===== src/rtl/cpu_mem_pkg.sv =====
// ---------------------------------------------------------------------------
// cpu_mem_pkg
// Shared definitions for the instruction/data memory arbiter:
//   - default address/data widths and watchdog length
//   - arbiter state enumeration
//   - is_busy(): true while a memory transaction is in flight
// ---------------------------------------------------------------------------
package cpu_mem_pkg;

  localparam int unsigned DEF_ADDR_W  = 32;
  localparam int unsigned DEF_DATA_W  = 32;
  localparam int unsigned DEF_TIMEOUT = 64;

  typedef enum logic [1:0] {
    ST_IDLE    = 2'd0,
    ST_DM_BUSY = 2'd1,
    ST_IF_BUSY = 2'd2,
    ST_RESP    = 2'd3
  } arb_state_t;

  function automatic logic is_busy(input arb_state_t s);
    return (s == ST_DM_BUSY) || (s == ST_IF_BUSY);
  endfunction

endpackage


===== src/rtl/mem_timeout_cnt.sv =====
// ---------------------------------------------------------------------------
// mem_timeout_cnt
// Watchdog counter for one memory transaction. Cleared on a grant, counts
// while enabled and saturates at TIMEOUT-1, where tc_o is raised.
// Ports:
//   clk_i  clock, rising edge
//   rst_i  synchronous active-low reset
//   clr_i  clear to zero (has priority over en_i)
//   en_i   count enable (one increment per cycle)
//   tc_o   terminal count: counter == TIMEOUT-1
// ---------------------------------------------------------------------------
module mem_timeout_cnt
  import cpu_mem_pkg::*;
#(
  parameter int unsigned TIMEOUT = DEF_TIMEOUT
) (
  input  logic clk_i,
  input  logic rst_i,
  input  logic clr_i,
  input  logic en_i,
  output logic tc_o
);

  localparam int unsigned CNT_W = $clog2(TIMEOUT);
  localparam logic [CNT_W-1:0] TC_VAL = CNT_W'(TIMEOUT - 1);

  logic [CNT_W-1:0] cnt_reg;
  logic [CNT_W-1:0] cnt_next;

  always_comb begin
    cnt_next = cnt_reg;
    if (clr_i) begin
      cnt_next = '0;
    end else if (en_i && (cnt_reg != TC_VAL)) begin
      cnt_next = cnt_reg + CNT_W'(1);
    end
  end

  always_ff @(posedge clk_i) begin
    if (!rst_i) begin
      cnt_reg <= '0;
    end else begin
      cnt_reg <= cnt_next;
    end
  end

  assign tc_o = (cnt_reg == TC_VAL);

endmodule


===== src/rtl/mem_arbiter.sv =====
// ---------------------------------------------------------------------------
// mem_arbiter
// Shares one single-port, variable-latency memory between the instruction
// fetch port (if_*) and the data port (dm_*). One transaction at a time;
// the data port wins ties because it belongs to the older instruction.
// Each transaction ends with a single RESP cycle carrying the ack pulse,
// followed by one IDLE cycle in which the next grant is decided.
// A watchdog forces completion (data 0, sticky err_o) if memory never acks.
// Ports:
//   clk_i, rst_i            clock, synchronous active-low reset
//   start_i                 allow new grants
//   if_req_i/if_addr_i      fetch request; if_data_o/if_ack_o response
//   dm_req_i/dm_we_i/...    data request; dm_rdata_o/dm_ack_o response
//   mem_*_o / mem_*_i       memory handshake (req held until mem_ack_i)
//   stall_o                 combinational pipeline stall
//   err_o                   sticky watchdog timeout flag
// ---------------------------------------------------------------------------
module mem_arbiter
  import cpu_mem_pkg::*;
#(
  parameter int unsigned ADDR_W  = DEF_ADDR_W,
  parameter int unsigned DATA_W  = DEF_DATA_W,
  parameter int unsigned TIMEOUT = DEF_TIMEOUT
) (
  input  logic              clk_i,
  input  logic              rst_i,
  input  logic              start_i,
  input  logic              if_req_i,
  input  logic [ADDR_W-1:0] if_addr_i,
  output logic [DATA_W-1:0] if_data_o,
  output logic              if_ack_o,
  input  logic              dm_req_i,
  input  logic              dm_we_i,
  input  logic [ADDR_W-1:0] dm_addr_i,
  input  logic [DATA_W-1:0] dm_wdata_i,
  output logic [DATA_W-1:0] dm_rdata_o,
  output logic              dm_ack_o,
  output logic              mem_req_o,
  output logic              mem_we_o,
  output logic [ADDR_W-1:0] mem_addr_o,
  output logic [DATA_W-1:0] mem_wdata_o,
  input  logic [DATA_W-1:0] mem_rdata_i,
  input  logic              mem_ack_i,
  output logic              stall_o,
  output logic              err_o
);

  arb_state_t        state_reg;
  arb_state_t        state_next;
  logic              owner_dm_reg;   // granted port of the current/last txn
  logic              mem_we_reg;
  logic [ADDR_W-1:0] mem_addr_reg;
  logic [DATA_W-1:0] mem_wdata_reg;
  logic [DATA_W-1:0] if_data_reg;
  logic [DATA_W-1:0] dm_rdata_reg;
  logic              err_reg;

  logic grant_dm;
  logic grant_if;
  logic finish_ok;
  logic finish_to;
  logic busy;
  logic tc;

  assign busy = is_busy(state_reg);

  mem_timeout_cnt #(
    .TIMEOUT (TIMEOUT)
  ) u_timeout_cnt (
    .clk_i (clk_i),
    .rst_i (rst_i),
    .clr_i (grant_dm | grant_if),
    .en_i  (busy),
    .tc_o  (tc)
  );

  always_comb begin
    state_next = state_reg;
    grant_dm   = 1'b0;
    grant_if   = 1'b0;
    finish_ok  = 1'b0;
    finish_to  = 1'b0;
    case (state_reg)
      ST_IDLE: begin
        if (start_i && dm_req_i) begin
          grant_dm   = 1'b1;
          state_next = ST_DM_BUSY;
        end else if (start_i && if_req_i) begin
          grant_if   = 1'b1;
          state_next = ST_IF_BUSY;
        end
      end
      ST_DM_BUSY, ST_IF_BUSY: begin
        // A real ack arriving on the terminal-count cycle still wins.
        if (mem_ack_i) begin
          finish_ok  = 1'b1;
          state_next = ST_RESP;
        end else if (tc) begin
          finish_to  = 1'b1;
          state_next = ST_RESP;
        end
      end
      ST_RESP: state_next = ST_IDLE;
      default: state_next = ST_IDLE;
    endcase
  end

  always_ff @(posedge clk_i) begin
    if (!rst_i) begin
      state_reg     <= ST_IDLE;
      owner_dm_reg  <= 1'b0;
      mem_we_reg    <= 1'b0;
      mem_addr_reg  <= '0;
      mem_wdata_reg <= '0;
      if_data_reg   <= '0;
      dm_rdata_reg  <= '0;
      err_reg       <= 1'b0;
    end else begin
      state_reg <= state_next;
      if (grant_dm) begin
        owner_dm_reg  <= 1'b1;
        mem_we_reg    <= dm_we_i;
        mem_addr_reg  <= dm_addr_i;
        mem_wdata_reg <= dm_wdata_i;
      end else if (grant_if) begin
        owner_dm_reg  <= 1'b0;
        mem_we_reg    <= 1'b0;
        mem_addr_reg  <= if_addr_i;
        mem_wdata_reg <= '0;
      end
      if (finish_ok || finish_to) begin
        if (owner_dm_reg) begin
          // Writes return no data; a timed-out access returns zero.
          dm_rdata_reg <= (finish_to || mem_we_reg) ? '0 : mem_rdata_i;
        end else begin
          if_data_reg <= finish_to ? '0 : mem_rdata_i;
        end
      end
      if (finish_to) begin
        err_reg <= 1'b1;
      end
    end
  end

  assign mem_req_o   = busy;
  assign mem_we_o    = busy & mem_we_reg;
  assign mem_addr_o  = mem_addr_reg;
  assign mem_wdata_o = mem_wdata_reg;
  assign if_data_o   = if_data_reg;
  assign dm_rdata_o  = dm_rdata_reg;
  assign if_ack_o    = (state_reg == ST_RESP) && !owner_dm_reg;
  assign dm_ack_o    = (state_reg == ST_RESP) && owner_dm_reg;
  assign err_o       = err_reg;
  assign stall_o     = (if_req_i && !if_ack_o) || (dm_req_i && !dm_ack_o);

endmodule


===== config.mk =====
export PLATFORM = sky130hd
export DESIGN_NAME = mem_arbiter
export DESIGN_NICKNAME = d
export VERILOG_FILES = /design/src/rtl/cpu_mem_pkg.sv /design/src/rtl/mem_timeout_cnt.sv /design/src/rtl/mem_arbiter.sv
export SDC_FILE = /design/constraint.sdc
export NUM_CORES = 1
export LEC_CHECK = 0
export BUFFER_PORTS_ARGS = -buffer_cell sky130_fd_sc_hd__buf_2
export CAP_MARGIN = 30
export CORE_MARGIN = 2
export CORE_UTILIZATION = 42
export CTS_CLUSTER_SIZE = 24
export DETAILED_ROUTE_END_ITERATION = 8
export GPL_TIMING_DRIVEN = 0
export PLACE_DENSITY = 0.77
export SLEW_MARGIN = 0
export SYNTH_ARGS = -nofsm -noshare
export SYNTH_HDL_FRONTEND = slang
export SYNTH_HIERARCHICAL = 1
export SYNTH_SLANG_ARGS = --single-unit

===== constraint.sdc =====
create_clock -name clk_i -period 1.9 [get_ports clk_i]
set_clock_uncertainty 0.1 [all_clocks]
set_input_delay 0.095 -clock clk_i [delete_from_list [all_inputs] [get_ports clk_i]]
set_output_delay 0.095 -clock clk_i [all_outputs]
set_load 0.05 [all_outputs]

==> results <==
- The HPWL after detailed placement is 12.42 mm.
- The combined area of the multi-input logic cells is 0.002658 mm².
- After synthesis, the cell types taking the most area are dfxtp_1, a22oi_1, nor2b_1.
- Counting flops and latches in the post-synthesis netlist gives 139.
- Across the run, the number of max-cap violations was 0.
- The number of instances in the placed design is 1018.
- The average via count per standard cell is 5.258.
- The cell that appears most often on the critical path is buf_4.
- The power density over the cells is 1209 mW/mm².
- The clock reaches the later pin of the worst-skew pair after 0.42 ns.
- dfxtp_1 is the most common cell in the netlist.
- The synthesized design contains 0 enable-type register cells.
- During synthesis, Yosys emitted a total of 6 warnings.
- The critical path goes through ha_4 -> nand3_1 -> or2_1 -> inv_2 -> o211ai_1 -> buf_4 -> buf_4 -> a22oi_2 -> nor2b_1.
- The routability congestion estimate from global placement is 0.7977.
- After synthesis, the largest family of logic cells by area is compound AO/OA/AOI/OAI gates.
- For this run, the post-layout net count is 1142.
- Across the VDD grid, the largest voltage drop is 0.6819 mV.
- Setup repair after global routing could not meet its margin everywhere.
- The cell sitting at the root of the clock tree is a clkbuf_16.
- During I/O placement, the number of pins put on the boundary was 269.
- The floorplan step defined a core boundary enclosing 0.01314 mm².
- No sink is reached through more buffers than the 2 on the longest clock path.
- The instance count of the mapped netlist is 575.
- Fill cells in the final layout number 917.
- The final routed wire length divided by cell count is 18.18 µm.
- For this run the aggregate overflow at the end of global routing stands at 0.
- The number of detailed-routing iterations run before antenna repair is 5.
- The class of the most critical setup path is reg -> reg.
- The final wirelength is 21.65 mm.
- Sequential cells were found to cover 49.82% of the synthesized design area.
- The cell row count is 42.
- The fraction of synthesized cell area in xor and xnor cells is 0%.
- The wire length of the first global-routing pass is 32.11 mm.
- The global-route total usage across every layer is 28.63%.
- The area fraction in and, or, nand and nor cells after synthesis is 13.37%.
- The x dimension of the die is 119.3 µm.
- The height of the chip is 119.3 µm.
- The total die area is 0.01424 mm².
- Cells with a size suffix above 1 make up 37.93% of the layout.
- In the synthesized netlist the dominant register cell turns out to be dfxtp_1.
- The worst hold path belongs to the class in -> reg.
- The total of buffers placed on input and output ports is 267.
- Entering global routing, the biggest net connects 17 pins.
- The total clock sinks is 139.
- The total chip power is 11280 µW.
- The H-tree was split into 4 levels.
- The final cycle utilization of the critical path is 96.95%.
- The clock tree from TritonCTS is yes.
- The via count is 6262.
- Counting instances in the post-synthesis netlist gives the leading cell types as dfxtp_1, nor2b_1, a22oi_1.
- The largest stage delay on the critical path is 0.37 ns.
- The adder and majority gate portion of the synthesized area is 0.8961%.
- The initial antenna violation count is 0.
- The run finished with clean final reports.
- The standby leakage power is 0.004275 µW.
- In this run the mean area of a mapped cell was 9.714 µm².
- The slew of the pin with the lowest slew margin is 0.5360 ns.
- The number of global-route vias before repair is 6390.
- Across all hold checks on the routed design, the worst slack comes to 0.08029 ns.
- The count of cells in the finished layout, fillers not included, comes to 1191.
- The final hold violation count is 0.
- The distinct cell type count after synthesis is 41.
- The number of antenna diodes is 0.
- In the routed design, unresolved DRC markers number 0.
- The post-route minimum period is 1.842 ns.
- The count of pins over their slew limit is 0.
- The type of element launching the critical path is a flip-flop.
- After synthesis, the share of cell area in mux cells is 6.631%.
- The buffering stage count on the worst path with inverters included is 3.
- The peak fanout along the critical path is 6.
- The headroom to the max-slew limit is 64.27%.
- dfxtp_1 takes more of the synthesized area than any other cell.
- The cell type of the slowest stage on the worst timing path is dfxtp_4.
- The post-synthesis to final-layout area growth is 67.00%.
- In this run the biggest area consumer among cell types represents 49.82% of the synthesized area.
- The post-synth net total is 714.
- After clock tree synthesis, the clock-pin slew on the worst setup and hold paths is 0.06 ns.
- The fraction of registers with async set or reset after synthesis is 0%.
- The fraction of the mapped netlist area in compound gates is 23.63%.
- In the final layout, flip-flops and latches occupy 0.002791 mm².
- Grouping stages by cell kind, the critical path spends the most delay in buffers and inverters.
- Setup violations remaining at the end of the flow were counted as 0.
- The violation count after the first detailed-routing iteration is 447.
- The synthesized netlist occupies a cell area of 0.005585 mm².
- The endpoint type of the worst setup path is a flip-flop.
- STA puts the critical path data required time at 2.11 ns.
- In this run the remaining antenna-violating nets after routing total 0.
- Timing would allow up to 542.9 MHz.
- The number of clock buffers inserted by TritonCTS is 17.
- For this configuration, the core starts out at a cell density of 42.51%.
- Data arrives at the worst endpoint at 2.05 ns.
-- cell families after synthesis --
logic type                 Yosys count
adders and majority gates            4
buffers and inverters               55
muxes                               37
DFF                                139
AOI/OAI and AO/OA                  209
and+or+nand+nor                    131
-- cell type report --
| cell class | instances | share of cell area (%) |
|---|---|---|
| multi-input cells | 381 | 28.49 |
| well taps | 176 | 2.361 |
| plain buffers | 50 | 3.488 |
| inverters | 5 | 0.2012 |
| clock buffers | 20 | 4.896 |
| flip-flops and latches | 139 | 29.93 |
| clock inverters | 11 | 1.274 |
| repair buffers | 409 | 29.36 |
-- layer usage --
metal / share of wire, % / wire [µm] / global-route usage (%)
met1: 38 / 8191 / 31.71
met2: 51 / 11080 / 50.00
met3: 7.7 / 1667 / 7.998
met4: 3.3 / 711 / 14.71
met5: 0 / 0 / 0
-- stage by stage --
step	utilization [%]	setup WS (ns)	setup TNS, ns	area (µm²)
after floorplan	-	0.09366	0	5588
after global placement	54.38	-0.1146	-4.434	7144
after detailed placement	54.38	-0.1565	-5.011	7144
after CTS	69.34	0.01368	0	9110
after global routing	71.00	-0.04157	-0.2134	9328
final	71.00	0.05799	0	9328
-- power breakdown --
| part | internal (µW) | switching [µW] | leakage [µW] |
|---|---|---|---|
| registers | 3350 | 250 | 0.00113 |
| clock network | 1990 | 1250 | 0.000274 |
| logic | 1450 | 2990 | 0.00287 |
| total | 6780 | 4490 | 0.00427 |
-- worst paths after layout --
kind,depth (start not counted),start,end,slack [ns]
worst max-delay path,9,u_timeout_cnt/cnt_reg[1]$_SDFFE_PP0P_,dm_rdata_o[12]$_SDFFE_PN0P_,0.06
worst max register to register,9,u_timeout_cnt/cnt_reg[1]$_SDFFE_PP0P_,dm_rdata_o[12]$_SDFFE_PN0P_,0.06
worst min register to register,1,err_o$_SDFFE_PN0P_,err_o$_SDFFE_PN0P_,0.37
worst min-delay path,4,mem_ack_i,if_data_o[31]$_SDFFE_PN0P_,0.08
-- tightest hold or removal path: cells and delay by family --
family	cells	cell delay [ns]
AND/OR/NAND/NOR	1	0.09
AO/OA/AOI/OAI	2	0.22
buffers and inverters	1	0.14
-- cell usage in the layout (no fill, tap or decap), types with 3 or more instances in the layout --
cell type,n
dfxtp_1,136
a31oi_1,3
buf_2,276
buf_6,12
clkbuf_4,3
inv_1,3
a22oi_1,40
clkbuf_16,17
buf_4,16
a22oi_2,25
clkinvlp_4,4
clkbuf_1,14
o21ai_0,48
clkinv_2,4
o21ai_1,21
and2_1,3
nand2_1,38
a21boi_0,29
nand2b_1,3
dlygate4sd3_1,132
a21boi_1,3
clkbuf_2,7
nor2b_1,68
a21oi_1,35
mux2i_1,37
-- repair_timing --
| item | 4_1_cts | 5_1_grt |
|---|---|---|
| resized for setup | 16 | 49 |
| endpoints found under the hold margin | 136 | 0 |
| setup buffers | 3 | 5 |
| gates cloned | 2 | 0 |
| setup endpoints to repair | 65 | 82 |
| hold buffers | 132 | 0 |
| pin swaps | 2 | 3 |
No activity file was read; power rests on OpenSTA's default activity.
